$ cat src/rtl/demux4w_sched.sv
// One-word holding register that routes each accepted word to one of four channels, picked round-robin among the enabled channels.
// Optional per-channel delivery counters (cnt0..cnt3) are enabled by defining DEMUX4W_SCHED_CNT_EN.
module demux4w_sched #(
  parameter int WIDTH = 8
) (
  input  logic             clk,
  input  logic             rst,
  input  logic             in_valid,
  output logic             in_ready,
  input  logic [WIDTH-1:0] in_data,
  input  logic [3:0]       chan_en,
  output logic [3:0]       out_valid,
  input  logic [3:0]       out_ready,
  output logic [WIDTH-1:0] out_data,
  output logic [1:0]       sel,
  output logic             busy
`ifdef DEMUX4W_SCHED_CNT_EN
  ,
  output logic [15:0]      cnt0,
  output logic [15:0]      cnt1,
  output logic [15:0]      cnt2,
  output logic [15:0]      cnt3
`endif
);

  // Handshake: a word moves on any cycle where valid and ready are both high;
  // valid never waits on ready, and a raised valid holds its data until taken.
  typedef enum logic {
    EMPTY = 1'b0,
    HOLD  = 1'b1
  } state_t;

  state_t           state;
  logic [1:0]       rr_ptr;
  logic [WIDTH-1:0] data_q;

  logic             any_en;
  logic             deliver;
  logic             accept;
  logic [1:0]       base;
  logic [1:0]       target;
  logic [1:0]       idx;

  assign any_en  = (chan_en != 4'b0000);
  assign deliver = (state == HOLD) && out_ready[sel];

  always_comb begin
    in_ready = 1'b0;
    if (!rst) begin
      if (state == EMPTY) in_ready = any_en;
      else                in_ready = out_ready[sel] && any_en;
    end
  end

  assign accept = in_valid && in_ready;

  // A word accepted in the same cycle as a delivery searches from the
  // post-delivery pointer, so back-to-back words keep rotating.
  always_comb begin
    base   = deliver ? (sel + 2'd1) : rr_ptr;
    target = base;
    idx    = base;
    for (int i = 3; i >= 0; i--) begin
      idx = base + i[1:0];
      if (chan_en[idx]) target = idx;
    end
  end

  always_ff @(posedge clk) begin
    if (rst) begin
      state  <= EMPTY;
      rr_ptr <= 2'd0;
      sel    <= 2'd0;
      data_q <= '0;
    end else begin
      if (deliver) rr_ptr <= sel + 2'd1;
      if (accept) begin
        state  <= HOLD;
        sel    <= target;
        data_q <= in_data;
      end else if (deliver) begin
        state <= EMPTY;
      end
    end
  end

  always_comb begin
    out_valid = 4'b0000;
    if (state == HOLD) out_valid[sel] = 1'b1;
  end

  assign out_data = data_q;
  assign busy     = (state == HOLD);

`ifdef DEMUX4W_SCHED_CNT_EN
  logic [15:0] cnt_q [4];

  always_ff @(posedge clk) begin
    if (rst) begin
      for (int k = 0; k < 4; k++) cnt_q[k] <= 16'd0;
    end else if (deliver && (cnt_q[sel] != 16'hFFFF)) begin
      cnt_q[sel] <= cnt_q[sel] + 16'd1;
    end
  end

  assign cnt0 = cnt_q[0];
  assign cnt1 = cnt_q[1];
  assign cnt2 = cnt_q[2];
  assign cnt3 = cnt_q[3];
`endif

endmodule

$ cat config.mk
export PLATFORM = sky130hd
export DESIGN_NAME = demux4w_sched
export DESIGN_NICKNAME = d
export VERILOG_FILES = /design/src/rtl/demux4w_sched.sv
export SDC_FILE = /design/constraint.sdc
export NUM_CORES = 1
export LEC_CHECK = 0
export ABC_AREA = 1
export CAP_MARGIN = 5
export CORE_MARGIN = 3
export CORE_UTILIZATION = 39
export CTS_CLUSTER_DIAMETER = 200
export CTS_CLUSTER_SIZE = 14
export DETAILED_ROUTE_END_ITERATION = 8
export MAX_ROUTING_LAYER = met4
export PLACE_DENSITY_LB_ADDON = 0.08
export SYNTH_ARGS = -nofsm -noshare
export SYNTH_HDL_FRONTEND = slang
export SYNTH_SLANG_ARGS = --single-unit
$ cat constraint.sdc
create_clock -name clk -period 1.92 [get_ports clk]
set_input_delay 0.288 -clock clk [delete_from_list [all_inputs] [get_ports clk]]
set_output_delay 0.288 -clock clk [all_outputs]
set_load 0.01 [all_outputs]
# Yosys cells after proc, flatten, opt, wreduce, memory -nomap -nowiden
# Index checks and enable logic that the tools add are counted.
[word_totals]
rom_bits = 0
output_inout_bits = 16
latchBits = 0
memories = 0
reg_bits = 13
wordCells = 42
ramBits = 0
input_bits = 19
[classes]
bitwise = 0
mux = 22
div_mod_pow = 0
reduce_logical = 6
shift = 0
mul = 0
n_eq_ne = 0
add_sub_neg = 4
n_lt_le_gt_ge = 6
[ops]
columns = ["op", "n"]
rows = [
  ["$lt 2x3->1 const B", 5],
  ["$bmux 1 s2", 5],
  ["$mux 1", 10],
  ["$mux 2", 5],
  ["$add 2x1->2 const B", 2],
  ["$add 2x2->2 const B", 2],
  ["$logic_and 1x1->1", 4],
  ["$mux 4", 1],
  ["$reduce_bool 4->1", 1],
  ["$demux 1 s2", 1],
  ["$ge 2x1->1 const B", 1],
  ["$reduce_bool 2->1", 1],
]

# Logic depth before layout (Yosys ltp)
# Gate-level depths: netlist of run 1.
[depth]
depth_word = 11
mapped_depth = 17
mapped_depth_nobuf = 17

# Worst setup path after synthesis of run 1
# Ideal clock, no wire load.
[synth_path]
path_type = "reg-to-reg"
start = "register sel[0]"
end = "register sel[0]"
synth_period_minus_slack_ns = 1.896
required_time_ns = 1.811
setup_ns = 0.109
path_slack_ns = 0.024
path_stages_with_launch = 17
n_path_buf = 0
arrival_time_ns = 1.787
cell_sequence = "dfxtp_1 > inv_2 > ha_1 > inv_1 > nand4_1 > nand2_4 > nand2_1 > nand2_1 > nand2_1 > nand2_1 > inv_1 > nand2_2 > nand2_1 > nand2_1 > nand3_1 > nand2_1 > inv_1"
[synth_between]
elab_chain_cells = 11
elab_cells_between_ends = 24
cone_classes = "4 x add/sub; 17 x mux; 3 x reduce/logical"
[synth_rtl]
columns = ["item", "line_no", "rtl"]
rows = [
  ["start, declared", "15", "output logic [1:0] sel,"],
  ["start signal, assigned", "79", "sel <= target;"],
  ["$bmux 1 s2", "45, 51", ""],
  ["$mux 1 (not written as such)", "45, 51", ""],
  ["$logic_and 1x1->1", "45", "assign deliver = (state == HOLD) && out_ready[sel];"],
  ["$mux 2", "--", ""],
  ["$add 2x2->2", "64", "idx = base + i[1:0];"],
  ["$bmux 1 s2", "65", "if (chan_en[idx]) target = idx;"],
  ["$mux 1 (not written as such)", "65", ""],
  ["$mux 2 (4 in series)", "65", ""],
]
# Parallel ways exist; a longest one is shown, timed or not. The select of a mux whose other input is x is not followed.
# A chain may end at the register's enable or synchronous reset.

# Worst setup path after layout of run 1
[layout_path]
start = "register sel[0]"
end = "output out_valid[3]"
[layout_between]
elab_chain_cells = 5
elab_cells_between_ends = 6
cone_classes = "2 x order compare; 3 x mux; 1 x reduce/logical"
[layout_rtl]
columns = ["item", "line_no", "rtl"]
rows = [
  ["$lt 2x3->1 (not written as such) / $ge 2x1->1 (equally long branches)", "89", "if (state == HOLD) out_valid[sel] = 1'b1;"],
  ["$logic_and 1x1->1 (not written as such)", "89", ""],
  ["$mux 1 (not written as such)", "89", ""],
  ["$demux 1 s2 (*)", "89", ""],
  ["$mux 4 (*)", "89", ""],
  ["end, declared", "12", "output logic [3:0] out_valid,"],
]
# Every way passes the cells marked *; elsewhere a longest branch is shown, timed or not.

==> impl_metrics.py, run 1 <==
metrics = {
    "status": {
        "outcome": "complete, no violations",
    },
    "sta": {
        "hold_slack_ps": 465.4,
        "worst_slew_pin_slew_ps": 241.5,
        "slew_headroom_pct": 83.90,
        "rsz0062_at_grt": "yes",
        "skew_ps": 5.736,
        "hold_viol": 0,
        "setup_violations": 0,
        "setup_slack_ps": 86.55,
        "drv_slew": 0,
        "max_freq_mhz": 545.4,
        "min_period_ps": 1833,
        "fin_crit_sh_pct": 95.49,
    },
    "synthesis": {
        "ys_seq_area_share_pct": 28.07,
        "synthCells": 141,
        "synth_top_cell_by_area": "dfxtp_1",
        "synth_seq_cells": 13,
        "yosys-top-cells-area": "dfxtp_1 28%, nand2_1 21%, inv_1 7.7%",
        "avgSynthCellArea_sq_um": 6.575,
        "yosys_warnings": 0,
        "ys.flop_type": "dfxtp_1",
        "netlist.area_leader.share_pct": 28.07,
        "ys_async_sr_fraction_pct": 0,
        "synth-edff-count": 0,
        "syn_nets": 164,
        "ys_types": 19,
        "synthesis.area_sq_um": 927.1,
    },
    "setup_path": {
        "worstReg2RegEnd": "sel[0]",
        "reg2reg_slack_ps": 120,
        "arrival_ps": 1550,
        "timing.rr.start": "sel[0]",
        "reg2regPathDepth": 16,
        "worstPathRequired_ps": 1630,
        "crit_fanout": 4,
        "critPathLaunchType": "flop",
        "critPathKind": "flop to primary output",
        "endpoint_kind": "primary output",
    },
    "global_routing": {
        "grtUsageTotal_pct": 18.02,
        "grt_pass1_wl_mm": 3.850,
        "grt-ovfl-total": 0,
        "grt_max_degree": 12,
        "grt_pass1_vias": 955,
        "antenna_found_initial": 0,
    },
    "placement": {
        "port-buffer-count": 34,
        "dp.cells": 220,
        "gp_congestion": 0.7865,
        "place_hpwl_mm": 2.006,
        "dpl-instance-area_sq_um": 1439,
        "post-place-ws_ps": -181.8,
    },
    "final_layout": {
        "nFillCells": 187,
        "diodes": 0,
        "fin_area_sq_um": 1568,
        "multi_input_area_sq_um": 643.1,
        "syn_to_final_growth_pct": 69.10,
        "nets": 223,
        "drive_above_1_share_pct": 32.66,
        "instances_no_fill": 227,
        "regArea_sq_um": 264.0,
    },
    "pwr": {
        "peakVddDrop_mv": 0.5297,
        "p_comb_share_pct": 45.0,
        "power_uw": 848.7,
        "power.density_nw_per_um2": 541.3,
        "leakage_uw": 0.0007766,
        "switchingPower_uw": 287.7,
        "pwr-share-clk_pct": 19.5,
        "swShare_pct": 33.89,
        "power_frac_seq_pct": 35.5,
        "internal_power_uw": 561.0,
    },
    "die": {
        "fp.dieArea_sq_um": 2998,
        "dieHeight_um": 54.76,
        "coreArea_sq_um": 2233,
        "num_rows": 17,
        "fp.dieW_um": 54.76,
        "ios": 35,
        "start_util_pct": 41.51,
    },
    "drt": {
        "wl_per_cell_um": 10.98,
        "drc": 0,
        "vias_per_cell": 4.661,
        "ant_nets": 0,
        "drt_wl_total_mm": 2.493,
        "drt_first_iter_violations": 10,
        "via_count": 1058,
        "dr.pass1.iters": 5,
    },
    "clock_network": {
        "htreeDepth": 1,
        "cts-buffers-inserted": 3,
        "max-clock-path-buffers": 2,
        "root_buffer": "clkbuf_4",
        "clk_latency_ps": 270,
        "tritoncts": "yes",
        "clock-sinks": 13,
        "clk_pin_slew_ps": 70,
    },
    "run": {
        "maxCapViolations": 0,
    },
    "worst_hold_path": {
        "min_from": "out_data[7]",
        "hp-class": "flop to flop",
        "whs_path_depth": 2,
        "holdPathEnd": "out_data[7]",
    },
}
## logic make-up after synthesis
group                      count (synthesis)  synth area share, %
and+or+nand+nor                           87                49.26
buffers and inverters                     24                9.986
AOI/OAI and AO/OA                         13                7.287
DFF                                       13                28.07
adders and majority gates                  4                5.398
## timing repair
item | 4_1_cts | 5_1_grt
gates resized for setup | 2 | 25
hold buffers | 0 | 0
setup buffers | 0 | 3
pin swaps | 0 | 11
setup endpoints to repair | 2 | 7
hold endpoints to repair | 0 | 0
## through the flow
| stage | utilization (%) | setup TNS (ps) |
|---|---|---|
| 2_1_floorplan | - | 0 |
| 3_3_place_gp | 64.43 | -359.9 |
| 3_5_place_dp | 64.43 | -463.6 |
| 4_1_cts | 65.60 | 0 |
| 5_1_grt | 70.20 | -52.52 |
| 6_report | 70.20 | 0 |
## layout make-up
type / instances / area share, %
multi-input combinational: 104 / 41.02
timing repair buffer: 57 / 33.20
sequential: 13 / 16.84
inverter: 21 / 5.028
tap: 28 / 2.235
clock buffer: 4 / 1.676
## power groups by stage
stage | logic (uW) | registers, uW | clock network, uW
after floorplan | 172 | 310 | 0
after global placement | 334 | 304 | 0
after detailed placement | 344 | 305 | 0
after CTS | 344 | 299 | 176
after global routing | 423 | 303 | 182
final | 382 | 301 | 166
## flip-flops by register name (all words and copies together), names as in the netlist
signal    count
out_data      8
rr_ptr        2
sel           2
busy          1
## cells in the mapped netlist (all sizes together) (2+ instances only)
cell type	n
a21oi	11
buf	2
dfxtp	13
ha	4
inv	20
nand2	67
nand3	11
nand4	5
nor2	3
## metal layers
metal / up-vias / track usage (%) / wire (um)
met1: 476 / 22.13 / 1129
met2: 27 / 31.69 / 1265
met3: 0 / 1.635 / 98
li1: 555 / - / -
met4: 0 / 3.734 / 0
met5: - / - / 0
## layout by cell type, fill, tap and decap left out
cell             netlist  layout
nand2_4                4       5
nand3_2                0       1
clkbuf_4               0       3
inv_2                  1       2
nand2_8                0       1
nand4_4                0       1
buf_6                  0       1
ha_1                   4       4
dlygate4sd2_1          0       1
o211ai_1               1       1
dfxtp_2                0       3
buf_4                  0      22
o21ai_0                1       1
clkbuf_1               1       1
dlymetal6s2s_1         0       2
and2_4                 1       1
nand2_1               53      40
nand2_2               10      21
nand3_1                8       7
dfxtp_1               13      10
inv_1                 19      18
a21oi_2                0       1
a21oi_1               11      10
nand4_1                4       4
nor2_1                 3       3
clkinv_1               1       1
nand3_4                3       3
clkdlybuf4s50_1        0      31
## worst max-delay path, cell delays in order (launching register included)
cell and delay, ps:
dfxtp_2 360, buf_4 150, ha_1 140, nand2_1 50, inv_1 60, clkdlybuf4s50_1 520
## how the worst max path moves through the flow
stage	from	cells after the start	endpoint	slack [ps]
2_1_floorplan	sel[0]	16	sel[0]	20
3_3_place_gp	out_ready[1]	8	in_ready	-160
3_5_place_dp	out_ready[0]	16	sel[0]	-180
4_1_cts	sel[0]	6	out_valid[2]	40
5_1_grt	sel[0]	18	sel[0]	-30
6_report	sel[0]	5	out_valid[3]	90
Note: power is estimated with default switching activity, not from simulation.
==> run 2, diff against run 1 <==
Settings changed: TNS_END_PERCENT from default to 50.
==> results of run 2 <==
The final DEF is identical to that of run 1; final timing and power are the same.
